--- config.mk ---
export PLATFORM = sky130hd
export DESIGN_NAME = gfx_command_parser
export DESIGN_NICKNAME = d
export VERILOG_FILES = /design/src/rtl/gfx_command_parser.sv
export SDC_FILE = /design/constraint.sdc
export NUM_CORES = 1
export LEC_CHECK = 0
export ABC_AREA = 1
export CAP_MARGIN = 20
export CORE_UTILIZATION = 55
export DETAILED_ROUTE_END_ITERATION = 7
export PLACE_DENSITY = 0.84
export SLEW_MARGIN = 5
export SYNTH_ARGS = -nofsm -noshare
export SYNTH_HDL_FRONTEND = slang
export SYNTH_SLANG_ARGS = --single-unit
--- constraint.sdc ---
create_clock -name clk -period 7.5 [get_ports clk]
set_clock_uncertainty 0.05 [all_clocks]
set_input_delay 1.875 -clock clk [delete_from_list [all_inputs] [get_ports clk]]
set_output_delay 1.875 -clock clk [all_outputs]
set_load 0.005 [all_outputs]
--- src/rtl/gfx_command_parser.sv ---
// gfx_command_parser: decodes a UART byte stream into pixel, palette, rectangle-fill and clear writes.
// Optional trailing XOR checksum byte per command: define GFX_CMD_PARSER_CHECKSUM_EN.
`default_nettype none
module gfx_command_parser #(
    parameter int FB_WIDTH       = 320,
    parameter int FB_HEIGHT      = 200,
    parameter int X_BITS         = 9,
    parameter int Y_BITS         = 8,
    parameter int COLOR_BITS     = 8,
    parameter int PAL_CH_BITS    = 4,
    parameter int TIMEOUT_CYCLES = 1000000
) (
    input  logic                   clk,
    input  logic                   reset_n,
    input  logic [7:0]             uart_data,
    input  logic                   uart_data_valid,
    output logic                   parser_ready,
    output logic                   fb_write_enable,
    input  logic                   fb_write_ready,
    output logic [X_BITS-1:0]      fb_write_x,
    output logic [Y_BITS-1:0]      fb_write_y,
    output logic [COLOR_BITS-1:0]  fb_write_data,
    output logic                   palette_write_enable,
    output logic [COLOR_BITS-1:0]  palette_index,
    output logic [PAL_CH_BITS-1:0] palette_r,
    output logic [PAL_CH_BITS-1:0] palette_g,
    output logic [PAL_CH_BITS-1:0] palette_b,
    output logic                   busy,
    output logic                   cmd_error,
    output logic [1:0]             error_code
);
    localparam int TW = (TIMEOUT_CYCLES > 1) ? $clog2(TIMEOUT_CYCLES + 1) : 1;

    typedef enum logic [2:0] {
        WAIT_CMD     = 3'd0,
        RX_ARGS      = 3'd1,
`ifdef GFX_CMD_PARSER_CHECKSUM_EN
        RX_CHK       = 3'd2,
`endif
        EXEC_PALETTE = 3'd3,
        WRITE_PIXEL  = 3'd4,
        FILL         = 3'd5
    } state_t;

    state_t state, state_n, exec_state;
    logic [7:0]  opcode;
    logic [7:0]  args   [0:8];
    logic [7:0]  args_n [0:8];
    logic [3:0]  cnt, nargs;
    logic [TW-1:0] tcnt;
    logic [15:0] cur_x, cur_y, x_start;
    logic [16:0] x_end, y_end;
    logic        active;
    logic        accept, last_arg, dispatch, timeout_hit, wr_acc, step_x, step_y, err_set;
    logic [1:0]  err_code_n;
    logic [15:0] d_x, d_y, d_w, d_h;
    logic [COLOR_BITS-1:0] d_col;
    logic [16:0] sum_x, sum_y, d_xe, d_ye;
`ifdef GFX_CMD_PARSER_CHECKSUM_EN
    logic [7:0]  chk;

    assign parser_ready = (state == WAIT_CMD) || (state == RX_ARGS) || (state == RX_CHK);
    assign dispatch     = (state == RX_CHK) && accept && (uart_data == chk);
`else
    assign parser_ready = (state == WAIT_CMD) || (state == RX_ARGS);
    assign dispatch     = last_arg;
`endif

    assign accept          = uart_data_valid && parser_ready;
    assign last_arg        = (state == RX_ARGS) && accept && (cnt == nargs - 4'd1);
    assign timeout_hit     = (TIMEOUT_CYCLES != 0) && (tcnt == TW'(TIMEOUT_CYCLES - 1));
    assign busy            = (state != WAIT_CMD);
    assign fb_write_enable = ((state == WRITE_PIXEL) || (state == FILL)) && active;
    assign palette_write_enable = (state == EXEC_PALETTE);
    assign wr_acc          = fb_write_enable && fb_write_ready;
    assign step_x          = wr_acc && (({1'b0, cur_x} + 17'd1) < x_end);
    assign step_y          = wr_acc && !step_x && (({1'b0, cur_y} + 17'd1) < y_end);
    assign fb_write_x      = cur_x[X_BITS-1:0];
    assign fb_write_y      = cur_y[Y_BITS-1:0];

    always_comb begin
        case (opcode)
            8'h01:   nargs = 4'd5;
            8'h02:   nargs = 4'd4;
            8'h03:   nargs = 4'd9;
            default: nargs = 4'd1;
        endcase
        case (opcode)
            8'h01:   exec_state = WRITE_PIXEL;
            8'h02:   exec_state = EXEC_PALETTE;
            default: exec_state = FILL;
        endcase
    end

    // Argument view including the byte being accepted, so execution can launch on the same edge.
    always_comb begin
        for (int i = 0; i < 9; i++) args_n[i] = args[i];
        if ((state == RX_ARGS) && accept) args_n[cnt] = uart_data;
    end

    // A single pixel is a 1x1 rectangle; CLEAR is a full-screen rectangle.
    always_comb begin
        d_x   = {args_n[0], args_n[1]};
        d_y   = {args_n[2], args_n[3]};
        d_w   = 16'd1;
        d_h   = 16'd1;
        d_col = args_n[4][COLOR_BITS-1:0];
        case (opcode)
            8'h03: begin
                d_w   = {args_n[4], args_n[5]};
                d_h   = {args_n[6], args_n[7]};
                d_col = args_n[8][COLOR_BITS-1:0];
            end
            8'h04: begin
                d_x   = 16'd0;
                d_y   = 16'd0;
                d_w   = 16'(FB_WIDTH);
                d_h   = 16'(FB_HEIGHT);
                d_col = args_n[0][COLOR_BITS-1:0];
            end
            default: ;
        endcase
    end

    assign sum_x = {1'b0, d_x} + {1'b0, d_w};
    assign sum_y = {1'b0, d_y} + {1'b0, d_h};
    assign d_xe  = (sum_x > 17'(FB_WIDTH))  ? 17'(FB_WIDTH)  : sum_x;
    assign d_ye  = (sum_y > 17'(FB_HEIGHT)) ? 17'(FB_HEIGHT) : sum_y;

    always_ff @(posedge clk or negedge reset_n) begin
        if (!reset_n) state <= WAIT_CMD;
        else          state <= state_n;
    end

    always_comb begin
        state_n    = state;
        err_set    = 1'b0;
        err_code_n = error_code;
        case (state)
            WAIT_CMD: begin
                if (accept) begin
                    if ((uart_data >= 8'h01) && (uart_data <= 8'h04)) begin
                        state_n = RX_ARGS;
                    end else begin
                        err_set    = 1'b1;
                        err_code_n = 2'd1;
                    end
                end
            end
            RX_ARGS: begin
                if (timeout_hit && !accept) begin
                    err_set    = 1'b1;
                    err_code_n = 2'd2;
                    state_n    = WAIT_CMD;
                end else if (last_arg) begin
`ifdef GFX_CMD_PARSER_CHECKSUM_EN
                    state_n = RX_CHK;
`else
                    state_n = exec_state;
`endif
                end
            end
`ifdef GFX_CMD_PARSER_CHECKSUM_EN
            RX_CHK: begin
                if (timeout_hit && !accept) begin
                    err_set    = 1'b1;
                    err_code_n = 2'd2;
                    state_n    = WAIT_CMD;
                end else if (accept) begin
                    if (uart_data == chk) begin
                        state_n = exec_state;
                    end else begin
                        err_set    = 1'b1;
                        err_code_n = 2'd3;
                        state_n    = WAIT_CMD;
                    end
                end
            end
`endif
            EXEC_PALETTE: state_n = WAIT_CMD;
            WRITE_PIXEL, FILL: begin
                if (!active || (wr_acc && !step_x && !step_y)) state_n = WAIT_CMD;
            end
            default: state_n = WAIT_CMD;
        endcase
    end

    always_ff @(posedge clk or negedge reset_n) begin
        if (!reset_n) begin
            opcode        <= 8'd0;
            for (int i = 0; i < 9; i++) args[i] <= 8'd0;
            cnt           <= 4'd0;
            tcnt          <= '0;
            cur_x         <= 16'd0;
            cur_y         <= 16'd0;
            x_start       <= 16'd0;
            x_end         <= 17'd0;
            y_end         <= 17'd0;
            active        <= 1'b0;
            fb_write_data <= '0;
            palette_index <= '0;
            palette_r     <= '0;
            palette_g     <= '0;
            palette_b     <= '0;
            cmd_error     <= 1'b0;
            error_code    <= 2'd0;
`ifdef GFX_CMD_PARSER_CHECKSUM_EN
            chk           <= 8'd0;
`endif
        end else begin
            cmd_error <= err_set;
            if (err_set) error_code <= err_code_n;

            if (accept || (state == WAIT_CMD) || !parser_ready) tcnt <= '0;
            else                                                tcnt <= tcnt + 1'b1;

            if ((state == WAIT_CMD) && accept) begin
                opcode <= uart_data;
                cnt    <= 4'd0;
`ifdef GFX_CMD_PARSER_CHECKSUM_EN
                chk    <= uart_data;
`endif
            end
            if ((state == RX_ARGS) && accept) begin
                args[cnt] <= uart_data;
                cnt       <= cnt + 4'd1;
`ifdef GFX_CMD_PARSER_CHECKSUM_EN
                chk       <= chk ^ uart_data;
`endif
            end

            if (dispatch) begin
                if (opcode == 8'h02) begin
                    palette_index <= args_n[0][COLOR_BITS-1:0];
                    palette_r     <= args_n[1][7 -: PAL_CH_BITS];
                    palette_g     <= args_n[2][7 -: PAL_CH_BITS];
                    palette_b     <= args_n[3][7 -: PAL_CH_BITS];
                end else begin
                    cur_x         <= d_x;
                    x_start       <= d_x;
                    cur_y         <= d_y;
                    x_end         <= d_xe;
                    y_end         <= d_ye;
                    fb_write_data <= d_col;
                    // Empty after clipping covers w=0, h=0 and off-screen origins.
                    active        <= (d_xe > {1'b0, d_x}) && (d_ye > {1'b0, d_y});
                end
            end else if (step_x) begin
                cur_x <= cur_x + 16'd1;
            end else if (step_y) begin
                cur_x <= x_start;
                cur_y <= cur_y + 16'd1;
            end else if (wr_acc) begin
                active <= 1'b0;
            end
        end
    end
endmodule
`default_nettype wire

Yosys cells after proc, flatten, opt, wreduce, memory -nomap -nowiden
Cells that the tools add are included.
{ "word_totals": {"mem_count": 0, "latch_bits": 0, "ff_bits": 221, "out_inout_bits": 52, "word_cells": 148, "romBits": 0, "ram_bits": 0, "inputBits": 12} }
{ "op_classes": {"shift": 0, "mul": 0, "magnitude_cmp": 10, "bitwise_logic": 2, "div": 0, "reduce_logical": 39, "eq_ne": 19, "muxes": 43, "addsub": 9} }
{ "ops": {"columns": ["op", "count"], "rows": [
  ["$mux W16", 10],
  ["$bwmux W72", 1],
  ["$mux W72", 1],
  ["$pmux W16 S2", 2],
  ["$add A16 B1 Y17 const B", 2],
  ["$add A16 B16 Y17", 2],
  ["$gt A17 B16 Y1", 2],
  ["$lt A17 B17 Y1", 2],
  ["$mux W17", 2],
  ["$add A16 B1 Y16 const B", 2],
  ["$demux W8 S4", 1],
  ["$add A20 B1 Y20 const B", 1],
  ["$eq A20 B20 Y1 const B", 1],
  ["$mux W20", 1],
  ["$gt A17 B8 Y1 const B", 1],
  ["$gt A17 B9 Y1 const B", 1],
  ["$eq A8 B2 Y1 const B", 2],
  ["$pmux W8 S2", 1],
  ["$mux W3", 5],
  ["$logic_and A1 B1 Y1", 14],
  ["$ne A2 B2 Y1 const B", 6],
  ["$pmux W4 S3", 1],
  ["$pmux W3 S3", 1],
  ["$eq A8 B1 Y1 const B", 1],
  ["32 further kinds", 59]
]} }

Logic depth before layout (Yosys ltp)
{ "logic_depth": {"depth_word": 15, "mapped_depth": 35, "depth_no_buf": 34} }

Worst setup path after synthesis
Ideal clock, no wire load.
{ "synth_path": {"path_type": "input to register", "start": "input port uart_data_valid", "end": "register active", "arrival_ps": 5605, "cell_stages": 30, "path_buffers": 2, "slack_ps": 1728, "t_required_ps": 7334, "path_cell_list": "nand2_4 nor2_8 buf_8 nand2_1 nor2_4 inv_1 buf_2 o21a_1 o21ai_1 ha_1 fa_1 or2_2 nor2_1 nand2_1 nor2_1 nand2_1 nand3_1 nand2_1 nor2_4 nand2_1 a21oi_1 ha_1 a21oi_1 o21a_1 nor2_1 o21ai_0 and3_1 nor2_1 nand2_1 nand2_1"} }
{ "synth_between": {"elab_chain_len": 11} }
{ "synth_rtl": {"columns": ["item", "line_no", "source"], "rows": [
  ["start, declared", "16", "input logic uart_data_valid,"],
  ["$logic_and A1 B1 Y1 *", "69", "assign accept = uart_data_valid && parser_ready;"],
  ["$logic_and A1 B1 Y1 *", "98", "if ((state == RX_ARGS) && accept) args_n[cnt] = uart_data;"],
  ["$mux W72 *", "98", null],
  ["$pmux W16 S2 / $mux W16 (equally long branches)", "108", "case (opcode)"],
  ["$add A16 B16 Y17 *", "126", "assign sum_y = {1'b0, d_y} + {1'b0, d_h};"],
  ["$gt A17 B8 Y1", "128", "assign d_ye = (sum_y > 17'(FB_HEIGHT)) ? 17'(FB_HEIGHT) : sum_y;"],
  ["$mux W17 *", "128", null],
  ["named net d_ye[4]", "58", "logic [16:0] sum_x, sum_y, d_xe, d_ye;"],
  ["$gt A17 B16 Y1 *", "246", "active <= (d_xe > {1'b0, d_x}) && (d_ye > {1'b0, d_y});"],
  ["$logic_and A1 B1 Y1 *", "246", null],
  ["$mux W1 *", "233", "if (opcode == 8'h02) begin"],
  ["$mux W1 *", "232", "if (dispatch) begin"],
  ["end signal, assigned", "246", null],
  ["end, declared", "53", "logic active;"]
]} }
Mark *: on every way through the listed nets, which the timed path passes. The rest lies on a longest branch. The select of a mux whose other input is x is not followed.
A chain may end at the register's enable or synchronous reset.

==> flow_results.xml <==
<?xml version="1.0" encoding="UTF-8"?>
<metrics>
  <group name="outcome">
    <metric name="run_status" unit="">complete, no violations</metric>
  </group>
  <group name="logic_synthesis">
    <metric name="synth-edff-count" unit="">0</metric>
    <metric name="ys_types" unit="">47</metric>
    <metric name="synthArstFlopShare" unit="%">100</metric>
    <metric name="synth_ff_type" unit="">sky130_fd_sc_hd__dfrtp_1</metric>
    <metric name="synth.yosys.warnings" unit="">0</metric>
    <metric name="synth_cells" unit="">2054</metric>
    <metric name="yosys_register_bits" unit="">221</metric>
    <metric name="post_synthesis_instance_area" unit="sq mm">0.0149</metric>
    <metric name="synth.avg_cell_area" unit="sq um">7.27</metric>
    <metric name="ys_seq_area_share" unit="%">37.1</metric>
  </group>
  <group name="power">
    <metric name="power.density_cell_area" unit="mW/mm^2">364</metric>
    <metric name="power.leakage" unit="nW">8.82</metric>
    <metric name="vdd.ir_drop.worst" unit="mV">0.222</metric>
  </group>
  <group name="floorplanning">
    <metric name="die_height" unit="microns">167</metric>
    <metric name="fp.dieArea" unit="sq mm">0.0278</metric>
    <metric name="die_width" unit="microns">167</metric>
    <metric name="core_area" unit="sq mm">0.0264</metric>
    <metric name="ios" unit="">64</metric>
    <metric name="placementRows" unit="">59</metric>
    <metric name="initial_utilization" unit="%">56.6</metric>
  </group>
  <group name="critical_path">
    <metric name="critical_path_arrival" unit="ns">7.04</metric>
    <metric name="critPathMostFrequentCell" unit="">sky130_fd_sc_hd__nand2_1</metric>
    <metric name="critical_path.startpoint_type" unit="">input pin</metric>
    <metric name="worst_path_largest_cell_delay" unit="ns">0.58</metric>
    <metric name="cp.required" unit="ns">7.86</metric>
    <metric name="cp_slowest_cell" unit="">sky130_fd_sc_hd__clkdlybuf4s50_1</metric>
    <metric name="cp_max_fo" unit="">16</metric>
    <metric name="number_of_cells_on_the_worst_reg_to_reg_path" unit="">29</metric>
    <metric name="critPathKind" unit="">in2reg</metric>
    <metric name="critical_path.endpoint_type" unit="">flip-flop</metric>
  </group>
  <group name="sta">
    <metric name="unrepaired_setup_endpoints_after_global_routing" unit="">false</metric>
    <metric name="totalNegativeSetupSlack" unit="ns">0</metric>
    <metric name="finalMaxSlewViolations" unit="">0</metric>
    <metric name="final_setup_violation_count" unit="">0</metric>
    <metric name="max_clock_freq" unit="MHz">150</metric>
    <metric name="final_hold_violating_endpoints" unit="">0</metric>
    <metric name="timing.slew.headroom" unit="%">30.5</metric>
    <metric name="layout_worst_path_cycle_share" unit="%">89.0</metric>
    <metric name="post_layout_min_period" unit="ns">6.68</metric>
    <metric name="tightestPinTransition" unit="ns">1.04</metric>
    <metric name="fin_ws" unit="ns">0.823</metric>
  </group>
  <group name="global_routing">
    <metric name="maximum_number_of_pins_on_one_net_before_global_route_repair" unit="">134</metric>
    <metric name="grt_util_all_layers" unit="%">28.5</metric>
    <metric name="globalRouteOverflowTotal" unit="">0</metric>
    <metric name="vias_in_the_first_global_route" unit="">13072</metric>
    <metric name="antenna_found_initial" unit="">0</metric>
    <metric name="global_route_wire_length_before_repair" unit="mm">64.5</metric>
  </group>
  <group name="clock_network">
    <metric name="clk_latency" unit="ns">0.52</metric>
    <metric name="post_cts.repair.setup_buffers" unit="">0</metric>
    <metric name="cts_num_sinks" unit="">221</metric>
    <metric name="ctsHtreeMaxLevel" unit="">1</metric>
    <metric name="cts_repair_resize_count" unit="">0</metric>
    <metric name="tritoncts.num_buffers" unit="">25</metric>
    <metric name="root_buffer" unit="">sky130_fd_sc_hd__clkbuf_16</metric>
    <metric name="clockBufferDepth" unit="">3</metric>
    <metric name="clk_pin_slew_worst_paths" unit="ns">0.06</metric>
    <metric name="cts_hold_buf" unit="">0</metric>
    <metric name="tritoncts" unit="">done</metric>
  </group>
  <group name="placement">
    <metric name="dpl.hpwl" unit="mm">28.5</metric>
    <metric name="gp_congestion" unit="">0.952</metric>
    <metric name="placement.cell_area" unit="sq mm">0.0157</metric>
    <metric name="pre_cts_ws" unit="ns">0.458</metric>
    <metric name="io_buffer_count" unit="">63</metric>
  </group>
  <group name="drt">
    <metric name="detailedRoute.firstPassIterationCount" unit="">6</metric>
    <metric name="avgRoutedWirePerCell" unit="microns">15.9</metric>
    <metric name="avgViaCountPerCell" unit="">5.56</metric>
    <metric name="drc" unit="">0</metric>
    <metric name="initialDrtViolationCount" unit="">1307</metric>
    <metric name="via_count" unit="">13637</metric>
    <metric name="ant_nets" unit="">0</metric>
    <metric name="finalWirelength" unit="mm">38.9</metric>
  </group>
  <group name="cells_and_area">
    <metric name="final_common_cell" unit="">sky130_fd_sc_hd__nand2_1</metric>
    <metric name="filler_cell_count" unit="">2244</metric>
    <metric name="final_nets" unit="">2221</metric>
    <metric name="summed_area_of_non_filler_cells_in_the_final_layout" unit="sq mm">0.0165</metric>
    <metric name="area_delta_synth_final" unit="%">10.7</metric>
    <metric name="seqCellArea" unit="sq mm">0.00553</metric>
    <metric name="drive_gt1_share" unit="%">5.00</metric>
    <metric name="num_antenna_cells" unit="">0</metric>
    <metric name="mostFrequentLayoutCells" unit="">sky130_fd_sc_hd__nand2_1 (608), sky130_fd_sc_hd__inv_1 (311), sky130_fd_sc_hd__dfrtp_1 (221), sky130_fd_sc_hd__nor2_1 (139), sky130_fd_sc_hd__nand3_1 (136)</metric>
    <metric name="multiInputGateArea" unit="sq mm">0.00782</metric>
  </group>
  <group name="job">
    <metric name="number_of_max_cap_violations" unit="">0</metric>
  </group>
  <group name="hold_path">
    <metric name="worstHoldPathCells" unit="">2</metric>
    <metric name="timing.hold.worst.class" unit="">reg2reg</metric>
  </group>
</metrics>
final timing paths:
kind	startpoint	to	slack, ns
worst max-delay path	uart_data_valid	active	0.82
worst min-delay path	x_end[10]	x_end[10]	0.42
worst max register to register	opcode[0]	active	1.54
worst min register to register	x_end[10]	x_end[10]	0.42
max in group asynchronous	reset_n	args[62]	4.67
min in group asynchronous	reset_n	args[16]	1.39
sequential cells by signal, indices dropped and copies added, names as in the netlist, 8 cells and up:
name	count
cur_x	16
args	72
opcode	8
palette_index	8
fb_write_data	8
y_end	17
x_start	16
cur_y	16
x_end	17
tcnt	20
metal layers:
layer	up-vias	global-route usage, %	share of wire (%)
li1	6639	-	-
met1	6387	39.3	44
met2	530	45.9	46
met3	81	4.80	7.9
met4	0	8.98	2.6
met5	-	0	0
through the flow:
step                      utilization, %  std cells  hold slack, ns  total power, mW
final                               62.7       2454           0.417             6.01
after global routing                62.7       2454           0.441             6.50
after CTS                           62.5       2452           0.418             5.97
after detailed placement            59.5       2409           0.401             4.72
after global placement              59.5       2409           0.394             4.59
after floorplan                        -       2068           0.383             3.92
cell usage after synthesis (29+ instances only):
library cell	n	area, sq um
sky130_fd_sc_hd__o21ai_0	89	445
sky130_fd_sc_hd__nand3_1	136	681
sky130_fd_sc_hd__o21a_1	48	360
sky130_fd_sc_hd__inv_1	311	1170
sky130_fd_sc_hd__o21ai_1	34	170
sky130_fd_sc_hd__nor3_1	31	155
sky130_fd_sc_hd__xor2_1	29	254
sky130_fd_sc_hd__a21oi_1	88	440
sky130_fd_sc_hd__nor2_1	139	522
sky130_fd_sc_hd__dfrtp_1	221	5530
sky130_fd_sc_hd__ha_1	104	1300
sky130_fd_sc_hd__nand2_1	608	2280
sky130_fd_sc_hd__nand4_1	31	194
area by class of cell:
cell class	count	share of cell area, %
Inverter	324	7.36
Clock inverter	8	0.568
Sequential cell	221	33.5
Multi-Input combinational cell	1457	47.3
Timing Repair Buffer	74	4.47
Tap cell	335	2.54
Clock buffer	35	4.26
report_power, final:
group	switching (mW)	internal (mW)	total, mW	leakage [nW]
clock network	0.498	0.718	1.22	0.396
registers	0.231	1.55	1.78	2.89
logic	1.95	1.07	3.02	5.54
worst max-delay path: cells and delay by family:
family	cells	cell delay, ns
AND/OR/NAND/NOR	18	2.74
buffers and inverters	2	0.63
AO/OA/AOI/OAI	6	0.76
adder cells (fa/ha/maj)	3	1.01
cell families (layout without fill, tap and decap cells):
kind of cell    after synthesis  in the layout  share of synthesized area (%)
compound gates              291            291                           11.2
xor+xnor                     32             32                           1.88
fa+ha+maj                   106            106                           8.99
buf+inv                     390            441                           11.0
flops                       221            221                           37.1
other cells                   1             15                         0.0251
simple gates               1013           1013                           29.9
Power figures use the tool's default switching activity.
